===== src/rtl/mem_bist.sv =====
// March-style memory BIST initiator: write P(a), read/check P(a), write ~P(a), read/check ~P(a).
// Reports pass/fail, the first failing address/data and a saturating miscompare count.
module mem_bist #(
  parameter int ADDR_WIDTH = 5,
  parameter int DATA_WIDTH = 8
) (
  input  logic                  clk,
  input  logic                  rst_n,
  input  logic                  start,
  output logic                  busy,
  output logic                  done,
  output logic                  pass,
  output logic [7:0]            err_count,
  output logic [ADDR_WIDTH-1:0] fail_addr,
  output logic [DATA_WIDTH-1:0] fail_data,
  output logic [ADDR_WIDTH-1:0] addr,
  output logic [DATA_WIDTH-1:0] data_out,
  input  logic [DATA_WIDTH-1:0] data_in,
  output logic                  read,
  output logic                  write
);

  typedef enum logic [2:0] {
    IDLE = 3'd0,
    WR0  = 3'd1,
    RD0  = 3'd2,
    WR1  = 3'd3,
    RD1  = 3'd4,
    DONE = 3'd5
  } state_t;

  localparam logic [ADDR_WIDTH:0] IDX_ZERO    = {(ADDR_WIDTH+1){1'b0}};
  localparam logic [ADDR_WIDTH:0] IDX_ONE     = {{ADDR_WIDTH{1'b0}}, 1'b1};
  localparam logic [ADDR_WIDTH:0] IDX_LAST_WR = {1'b0, {ADDR_WIDTH{1'b1}}};
  localparam logic [ADDR_WIDTH:0] IDX_LAST_RD = {1'b1, {ADDR_WIDTH{1'b0}}};
  localparam logic [7:0]          ERR_MAX     = 8'd255;

  // Address zero-extended or truncated to the data width, optionally inverted.
  function automatic logic [DATA_WIDTH-1:0] pattern(input logic [ADDR_WIDTH-1:0] a,
                                                    input logic inv);
    logic [ADDR_WIDTH+DATA_WIDTH-1:0] ext;
    ext = {{DATA_WIDTH{1'b0}}, a};
    pattern = inv ? ~ext[DATA_WIDTH-1:0] : ext[DATA_WIDTH-1:0];
  endfunction

  state_t                  state_r, state_s;
  logic [ADDR_WIDTH:0]     idx_r, idx_s;
  logic                    pipe_valid_r;
  logic [ADDR_WIDTH-1:0]   pipe_addr_r;
  logic                    pipe_inv_r;

  logic                    start_ok_s;
  logic                    miscmp_s;
  logic                    busy_s, done_s, pass_s, read_s, write_s;
  logic [ADDR_WIDTH-1:0]   addr_s;
  logic [DATA_WIDTH-1:0]   data_out_s;
  logic [7:0]              err_s;
  logic [ADDR_WIDTH-1:0]   fail_addr_s;
  logic [DATA_WIDTH-1:0]   fail_data_s;

  // Next state and per-phase cycle index.
  always_comb begin
    state_s = state_r;
    idx_s   = idx_r;
    case (state_r)
      IDLE, DONE: begin
        if (start) begin
          state_s = WR0;
          idx_s   = IDX_ZERO;
        end else begin
          state_s = state_r;
          idx_s   = idx_r;
        end
      end
      WR0, WR1: begin
        if (idx_r == IDX_LAST_WR) begin
          if (state_r == WR0) begin
            state_s = RD0;
          end else begin
            state_s = RD1;
          end
          idx_s = IDX_ZERO;
        end else begin
          state_s = state_r;
          idx_s   = idx_r + IDX_ONE;
        end
      end
      RD0, RD1: begin
        if (idx_r == IDX_LAST_RD) begin
          if (state_r == RD0) begin
            state_s = WR1;
          end else begin
            state_s = DONE;
          end
          idx_s = IDX_ZERO;
        end else begin
          state_s = state_r;
          idx_s   = idx_r + IDX_ONE;
        end
      end
      default: begin
        state_s = IDLE;
        idx_s   = IDX_ZERO;
      end
    endcase
  end

  // Bus-side outputs decoded from the next state so they register alongside it.
  always_comb begin
    busy_s     = 1'b0;
    done_s     = 1'b0;
    write_s    = 1'b0;
    read_s     = 1'b0;
    addr_s     = {ADDR_WIDTH{1'b0}};
    data_out_s = {DATA_WIDTH{1'b0}};
    case (state_s)
      WR0, WR1: begin
        busy_s     = 1'b1;
        write_s    = 1'b1;
        addr_s     = idx_s[ADDR_WIDTH-1:0];
        data_out_s = pattern(idx_s[ADDR_WIDTH-1:0], (state_s == WR1));
      end
      RD0, RD1: begin
        busy_s = 1'b1;
        // Index N is the trailing compare-only cycle.
        read_s = ~idx_s[ADDR_WIDTH];
        if (read_s) begin
          addr_s = idx_s[ADDR_WIDTH-1:0];
        end else begin
          addr_s = {ADDR_WIDTH{1'b0}};
        end
      end
      DONE: begin
        done_s = 1'b1;
      end
      default: begin
        busy_s = 1'b0;
      end
    endcase
  end

  // Compare the returned word against the pattern of the address read last cycle.
  always_comb begin
    start_ok_s  = start && ((state_r == IDLE) || (state_r == DONE));
    miscmp_s    = pipe_valid_r && (data_in != pattern(pipe_addr_r, pipe_inv_r));
    err_s       = err_count;
    fail_addr_s = fail_addr;
    fail_data_s = fail_data;
    if (start_ok_s) begin
      err_s       = 8'd0;
      fail_addr_s = {ADDR_WIDTH{1'b0}};
      fail_data_s = {DATA_WIDTH{1'b0}};
    end else if (miscmp_s) begin
      if (err_count != ERR_MAX) begin
        err_s = err_count + 8'd1;
      end else begin
        err_s = err_count;
      end
      if (err_count == 8'd0) begin
        fail_addr_s = pipe_addr_r;
        fail_data_s = data_in;
      end else begin
        fail_addr_s = fail_addr;
        fail_data_s = fail_data;
      end
    end else begin
      err_s = err_count;
    end
    pass_s = done_s && (err_s == 8'd0);
  end

  // State, compare pipeline and registered outputs.
  always_ff @(posedge clk or negedge rst_n) begin
    if (!rst_n) begin
      state_r      <= IDLE;
      idx_r        <= IDX_ZERO;
      pipe_valid_r <= 1'b0;
      pipe_addr_r  <= {ADDR_WIDTH{1'b0}};
      pipe_inv_r   <= 1'b0;
      busy         <= 1'b0;
      done         <= 1'b0;
      pass         <= 1'b0;
      read         <= 1'b0;
      write        <= 1'b0;
      addr         <= {ADDR_WIDTH{1'b0}};
      data_out     <= {DATA_WIDTH{1'b0}};
      err_count    <= 8'd0;
      fail_addr    <= {ADDR_WIDTH{1'b0}};
      fail_data    <= {DATA_WIDTH{1'b0}};
    end else begin
      state_r      <= state_s;
      idx_r        <= idx_s;
      pipe_valid_r <= read;
      pipe_addr_r  <= addr;
      pipe_inv_r   <= (state_r == RD1);
      busy         <= busy_s;
      done         <= done_s;
      pass         <= pass_s;
      read         <= read_s;
      write        <= write_s;
      addr         <= addr_s;
      data_out     <= data_out_s;
      err_count    <= err_s;
      fail_addr    <= fail_addr_s;
      fail_data    <= fail_data_s;
    end
  end

endmodule


===== config.mk =====
export PLATFORM = sky130hd
export DESIGN_NAME = mem_bist
export DESIGN_NICKNAME = d
export VERILOG_FILES = /design/src/rtl/mem_bist.sv
export SDC_FILE = /design/constraint.sdc
export NUM_CORES = 1
export LEC_CHECK = 0
export ABC_AREA = 1
export BUFFER_PORTS_ARGS = -buffer_cell sky130_fd_sc_hd__buf_2
export CAP_MARGIN = 20
export CORE_ASPECT_RATIO = 2
export CORE_MARGIN = 3
export CORE_UTILIZATION = 30
export DETAILED_ROUTE_END_ITERATION = 6
export PLACE_DENSITY = 0.52
export SYNTH_ARGS = -nofsm -noshare
export SYNTH_HDL_FRONTEND = slang
export SYNTH_SLANG_ARGS = --single-unit

===== constraint.sdc =====
create_clock -name clk -period 5.1 [get_ports clk]
set_input_delay 0.255 -clock clk [delete_from_list [all_inputs] [get_ports clk]]
set_output_delay 0.255 -clock clk [all_outputs]
set_load 0.1 [all_outputs]

## Word level (Yosys, flattened, before mapping)

Cells that the tools add are included.

| word-level totals | value |
|---|---|
| flip-flop bits (word level) | 55 |
| input bits | 11 |
| output and inout port bits | 39 |
| logic and storage cells | 78 |

| cells by class | value |
|---|---|
| equal/unequal tests | 14 |
| reductions and logical operators | 16 |
| add/sub/neg operators | 2 |
| bitwise logic cells | 3 |
| mux-type cells | 28 |

Operators by type and width:

| operator | number |
|---|---|
| two-way mux 8 bit | 9 |
| two-way mux 5 bit | 4 |
| two-way mux 6 bit | 3 |
| case mux 6 bit (3 select lines) | 1 |
| zero test 8 bit | 2 |
| inverter 5 -> 8 bit | 2 |
| two-way mux 3 bit | 5 |
| equality test 3 x 2 -> 1 bit, second input constant | 4 |
| equality test 3 bit, second input constant | 4 |
| case mux 5 bit (2 select lines) | 1 |
| OR reduction 2 bit | 5 |
| case mux 3 bit (3 select lines) | 1 |
| adder 8 x 1 -> 8 bit, second input constant | 1 |
| != test 8 bit | 1 |
| != test 8 bit, second input constant | 1 |
| adder 6 x 1 -> 6 bit, second input constant | 1 |
| equality test 3 x 1 -> 1 bit, second input constant | 2 |
| equality test 6 x 5 -> 1 bit, second input constant | 1 |
| equality test 6 bit, second input constant | 1 |
| two-way mux 1 bit | 4 |
| nonzero test 2 bit | 2 |
| OR reduction 4 bit | 1 |
| logical AND 1 bit | 3 |
| zero test 3 bit | 1 |
| other kinds (3) | 3 |

## Depth between registers and ports, before layout

Gate-level depths: netlist of run 1.

| logic depth | value |
|---|---|
| depth after elaboration | 8 |
| mapped depth | 15 |
| mapped depth without buffers | 14 |

## Least setup slack after synthesis of run 1

No wires, ideal clock.

| timing | value |
|---|---|
| path type | register to register |
| start | register err_count[0] |
| end | register pass |
| period minus slack after synthesis | 2.352 ns |
| setup slack | 2.748 ns |
| required time | 5.031 ns |
| buffers on the path | 0 |
| data arrival time | 2.283 ns |
| cell stages (with the launch flop) | 14 |
| setup time | 0.069 ns |
| path through | dfrtp_1 -> ha_1 -> nand3_1 -> nor2_1 -> nand3b_1 -> nand2_1 -> inv_2 -> nand2_1 -> nand2_1 -> nand3_1 -> nand2_1 -> inv_1 -> nand2_1 -> nor2_2 |

| on the way | value |
|---|---|
| longest elaborated chain between the ends | 6 |
| elaborated cells on any way between the ends | 7 |
| classes of those cells | add/sub: 1; eq/ne: 1; mux: 3; reduce/logical: 2 |

Ends and longest elaborated chain:

| element | RTL line | source |
|---|---|---|
| start, declared | 13 | `output logic [7:0] err_count,` |
| start signal, assigned | 203 | `err_count <= err_s;` |
| adder 8 x 1 -> 8 bit / != test 8 bit (equally long branches) | 155, 154 |  |
| two-way mux 8 bit | 154 | `if (err_count != ERR_MAX) begin` |
| two-way mux 8 bit (*) | 153 | `end else if (miscmp_s) begin` |
| two-way mux 8 bit (*) | 149 | `if (start_ok_s) begin` |
| zero test 8 bit (*) | 169 | `pass_s = done_s && (err_s == 8'd0);` |
| logical AND 1 bit (*) | 169 |  |
| via pass_s | 54 | `logic busy_s, done_s, pass_s, read_s, write_s;` |
| end signal, assigned | 198 | `pass <= pass_s;` |
| end, declared | 12 | `output logic pass,` |

The timed path passes the listed nets; every way through them passes the cells marked *.
A chain may end at the register's enable or synchronous reset.

## Worst setup path in the final report of run 1

| timing | value |
|---|---|
| start | register err_count[0] |
| end | register fail_data[1] |

| on the way | value |
|---|---|
| longest elaborated chain between the ends | 3 |

Ends and longest elaborated chain:

| element | RTL line | source |
|---|---|---|
| zero test 8 bit | 159 | `if (err_count == 8'd0) begin` |
| nonzero test 2 bit (no source line) | - |  |
| AND reduction 2 bit (no source line) | - |  |
| end signal, assigned | 189 | `fail_data <= {DATA_WIDTH{1'b0}};` |
| end signal, assigned | 205 | `fail_data <= fail_data_s;` |
| end, declared | 15 | `output logic [DATA_WIDTH-1:0] fail_data,` |

Every way passes these cells.

==> impl_metrics.py, run 1 <==
metrics = {
    "outcome": {
        "outcome": "complete, no violations",
    },
    "sta": {
        "drv_slew": 0,
        "finalSetupViolations": 0,
        "setup_tns_ns": 0,
        "max_freq_mhz": 503,
        "post-route-period-util": 0.390,
        "min_period_ns": 1.99,
        "rsz0062_at_grt": "false",
        "worst_pin_slew_ns": 0.669,
        "fin_skew_ns": 0.00617,
        "finalHoldViolCount": 0,
        "relSlewSlack": 0.554,
        "final.setup.worst_slack_ns": 3.11,
    },
    "critical_path": {
        "cp-startpoint": "err_count[0]$_DFF_PN0_",
        "crit_path_max_incr_delay_ns": 0.49,
        "crit_family": "compound AO/OA/AOI/OAI gates",
        "critPathSlowestCell": "o21ai_2",
        "crit_path_end_kind": "register",
        "cp_max_fo": 13,
        "critical_path_buf_inv_count": 3,
        "crit_chain": "inv_1, ha_1, inv_1, nor4_2, inv_1, o21ai_2, o22ai_1",
        "start_kind": "register",
        "worstReg2RegStart": "err_count[0]$_DFF_PN0_",
        "cpMostUsedCell": "inv_1",
        "cp_num_cells": 7,
        "cp.arrival_ns": 2.13,
        "crit_type": "reg2reg",
        "worstPathRequired_ns": 5.25,
        "rr_worst_depth": 7,
    },
    "layout": {
        "register_area_um2": 1330,
        "mostFrequentLayoutCells": "64 x inv_1, 55 x nand2_1, 53 x dfrtp_1, 49 x buf_2, 28 x nand3_1",
        "syn_to_final_growth_pct": 17.3,
        "drive_gt1_frac": 0.292,
        "nets": 385,
        "multi_input_comb_area_um2": 1050,
        "fill_cells": 909,
        "layout_commonest_cell": "inv_1",
        "final_area_um2": 3210,
        "num_antenna_cells": 0,
    },
    "clocking": {
        "root_buffer": "clkbuf_16",
        "clkLatencyLatePin_ns": 0.29,
        "cts.sinks": 53,
        "cts_buffers": 5,
        "clkSlewWorstSetupHoldPaths_ns": 0.07,
        "hold_buffers": 0,
        "cts_tree": "yes",
        "cts_setup_buffers": 0,
        "post_cts_resize_count": 0,
        "clockBufferDepth": 2,
        "cts_htree_levels": 2,
    },
    "yosys": {
        "synth_nets": 334,
        "avgSynthCellArea_um2": 8.57,
        "synth_cell_types": 34,
        "ys_ff_latch": 53,
        "ys_seq_area_frac": 0.485,
        "netlist_instances": 319,
        "syn_area_um2": 2740,
        "synth_warnings": 0,
    },
    "worst_hold_path": {
        "hp-class": "in2async",
    },
    "global_route": {
        "grt_pass1_vias": 2186,
        "grt_pass1_wl_um": 10600,
        "grt_max_degree": 54,
        "overflow": 0,
        "antenna_found_initial": 0,
        "grt_usage": 0.133,
    },
    "die": {
        "io_pins": 50,
        "core_area_um2": 8770,
        "start_util": 0.312,
        "die_area_um2": 10400,
        "fp.dieW_um": 73.5,
        "rows": 48,
        "die_h_um": 141,
    },
    "routing": {
        "vias_per_cell": 4.51,
        "ant_nets": 0,
        "vias": 2118,
        "drt_iter0_drc": 140,
        "dr.pass1.iters": 4,
        "wl_per_cell_um": 13.4,
        "drc": 0,
        "wirelength_um": 6310,
    },
    "placed_design": {
        "hpwl_um": 4980,
        "place.gp.congestion": 0.822,
        "io_buffers": 49,
        "post-place-ws_ns": 3.11,
        "place_area_um2": 3070,
    },
    "flow_run": {
        "cap_violations": 0,
    },
}
==> cells by family after synthesis <==
logic type               share of synthesized area
AND/OR/NAND/NOR                              0.267
buffers and inverters                        0.129
flip-flops                                   0.485
AO/OA/AOI/OAI                               0.0814
XOR/XNOR                                    0.0192
adder cells (fa/ha/maj)                     0.0183
==> cell usage after synthesis, drive strengths merged <==
master	instances	area share
nand3	30	0.059
nand2	64	0.096
nand3b	3	0.0082
nor3	3	0.0055
nor2	29	0.069
xor2	5	0.016
nor4	1	0.0046
dfrtp	53	0.48
inv	80	0.11
a21oi	6	0.014
ha	4	0.018
xnor2	1	0.0032
buf	6	0.017
clkinv	1	0.0018
o21ai	11	0.022
nand4	5	0.025
a22oi	2	0.0073
o22ai	15	0.039
==> through the flow <==
step | hold WS, ns | cells | utilization
2_1_floorplan | -0.0406 | 319 | -
3_3_place_gp | 0.353 | 463 | 0.350
3_5_place_dp | 0.357 | 463 | 0.350
4_1_cts | 0.102 | 470 | 0.366
5_1_grt | 0.142 | 470 | 0.366
6_report | 0.0804 | 470 | 0.366
==> layout make-up <==
type                       count  share of cell area
tap                          100              0.0390
inverter                      81              0.0959
clock buffer                   5              0.0390
sequential                    53               0.413
clock inverter                 2             0.00507
timing repair buffer          50              0.0788
multi-input combinational    179               0.329
==> sequential cells by signal (all words and copies together), names as in the netlist <==
name / count
addr: 5
fail_addr: 5
pipe_inv_r: 1
state_r: 3
pipe_addr_r: 5
done: 1
pipe_valid_r: 1
err_count: 8
fail_data: 8
read: 1
idx_r: 6
busy: 1
pass: 1
write: 1
data_out: 6
==> path summary, 6_finish.rpt <==
kind	to	slack, ns
min	err_count[4]$_DFF_PN0_	0.08
max in group asynchronous	pipe_addr_r[3]$_DFF_PN0_	4.58
min in group clk	fail_data[2]$_DFFE_PN0P_	0.25
min reg2reg	pipe_addr_r[1]$_DFF_PN0_	0.37
max	fail_data[1]$_DFFE_PN0P_	3.11
max reg2reg	fail_data[1]$_DFFE_PN0P_	3.11
==> layer usage <==
metal,GRT usage,share of wire
met1,0.126,0.34
met2,0.257,0.59
met3,0.0271,0.043
met4,0.0649,0.030
met5,0,0
Power of run 1 is left out: the tool's default activity adds up to more than one toggle a clock period on the data nets, which glitch-free logic cannot reach.
==> run 2: changes to the inputs <==
PLACE_DENSITY = 0.54   (was 0.52)
clock period = 1.8 ns   (was 5.1 ns; I/O delays follow)
==> impl_metrics.py, run 2 (synthesized netlist as in run 1, its figures left out) <==
metrics = {
    "global_route": {
        "grt_util_met3": 0.0178,
        "grt_usage": 0.136,
        "grt_pass1_wl_um": 11000,
        "grt_pass1_vias": 2320,
        "met1_usage": 0.135,
        "grt_max_degree": 54,
        "overflow": 0,
        "met2_usage": 0.259,
        "antenna_found_initial": 0,
        "top_usage_layer": "met2",
    },
    "die": {
        "die_h_um": 141,
        "rows": 48,
        "fp.dieW_um": 73.5,
        "io_pins": 50,
        "die_area_um2": 10400,
        "start_util": 0.312,
        "core_area_um2": 8770,
    },
    "clocking": {
        "cts_tree": "yes",
        "cts_htree_levels": 2,
        "clkSlewWorstSetupHoldPaths_ns": 0.07,
        "cts_buffers": 5,
        "clockBufferDepth": 2,
        "root_buffer": "clkbuf_16",
        "clkLatencyLatePin_ns": 0.29,
        "cts.sinks": 53,
    },
    "routing": {
        "dr.pass1.iters": 4,
        "ant_nets": 0,
        "vias_per_cell": 4.71,
        "wl_per_cell_um": 13.8,
        "vias": 2321,
        "drt_iter0_drc": 199,
        "drc": 0,
        "wirelength_um": 6790,
    },
    "layout": {
        "syn_to_final_growth_pct": 34.0,
        "layout_commonest_cell": "inv_1",
        "final_cells": 493,
        "mostFrequentLayoutCells": "61 x inv_1, 49 x nand2_1, 49 x buf_2, 43 x dfrtp_1, 22 x nand3_1",
        "nets": 407,
        "largest_registers": "err_count x8, fail_data x8",
        "drive_gt1_frac": 0.440,
        "num_antenna_cells": 0,
    },
    "sta": {
        "fin_skew_ns": 0.00707,
        "post-route-period-util": 0.995,
        "relSlewSlack": 0.540,
        "finalSetupViolations": 0,
        "min_period_ns": 1.79,
        "rsz0062_at_grt": "true",
        "finalHoldViolCount": 0,
        "max_freq_mhz": 559,
        "drv_slew": 0,
        "worst_pin_slew_ns": 0.690,
    },
    "critical_path": {
        "worstPathRequired_ns": 1.98,
        "crit_path_end_kind": "register",
        "start_kind": "register",
        "r2r_setup_slack_ns": 0.01,
        "crit_type": "reg2reg",
        "cp_max_fo": 4,
        "cp.arrival_ns": 1.98,
    },
    "placed_design": {
        "io_buffers": 49,
        "hpwl_um": 5210,
        "dp_cells": 468,
        "place.gp.congestion": 0.836,
    },
    "worst_hold_path": {
        "hp-class": "in2reg",
    },
    "outcome": {
        "outcome": "complete, no violations",
    },
    "flow_run": {
        "cap_violations": 0,
    },
}
## run 2: cell types whose count changed in the layout (fill, tap and decap cells not counted), sizes merged
cell | before | now
clkinvlp | 1 | 0
buf | 50 | 71
clkbuf | 5 | 6
inv | 80 | 81
dlygate4sd3 | 0 | 1
## run 2: critical path, cell delays in order (launching register included)
cell and delay (ns):
dfrtp_1 0.42, inv_1 0.07, ha_2 0.16, nand2_2 0.07, nor2_4 0.12, nand3_2 0.09, nand2_2 0.11, nand2_4 0.06
buf_6 0.11, a22oi_2 0.28, buf_4 0.17, nor2_2 0.03
## run 2: routing by layer
layer,share of wire,vias to the layer above
met2,0.59,48
li1,-,1141
met3,0.036,16
met4,0.032,0
met5,0,-
met1,0.34,1116
## run 2: timing repair
action | in CTS | in global routing
setup buffers | 5 | 11
gates resized for setup | 15 | 40
pin swaps | 7 | 27
setup endpoints to repair | 21 | 26
hold buffers | 1 | 0
hold endpoints to repair | 53 | 0
## run 2: layout make-up
cell class	instances	area [um2]
clock buffer	6	139
clock inverter	2	17.5
fill	877	5100
inverter	81	318
multi-input combinational	179	1280
sequential	53	1340
tap	100	125
timing repair buffer	72	440
## run 2: worst paths after layout
kind	cells past startpoint	end	startpoint
hold reg to reg	0	pipe_addr_r[1]$_DFF_PN0_	addr[1]$_DFF_PN0_
hold / removal	3	fail_data[5]$_DFFE_PN0P_	data_in[5]
setup / recovery	11	addr[1]$_DFF_PN0_	idx_r[1]$_DFF_PN0_
min in group asynchronous	3	err_count[2]$_DFF_PN0_	rst_n
setup reg to reg	11	addr[1]$_DFF_PN0_	idx_r[1]$_DFF_PN0_
max in group asynchronous	3	pipe_inv_r$_DFF_PN0_	rst_n
## run 2: metrics by stage
stage,hold slack [ns],TNS (ns),instance area [um2],setup slack (ns),util
finish,0.0806,0,3660,0.00960,0.418
global route,0.0933,-1.23,3660,-0.0778,0.418
CTS,0.0893,-0.0267,3420,-0.0127,0.390
detailed placement,0.263,-1.16,3150,-0.125,0.359
global placement,0.257,-0.512,3150,-0.118,0.359
floorplan,-0.206,-0.0138,2780,-0.0138,-
Power of run 2 is left out for the same reason.
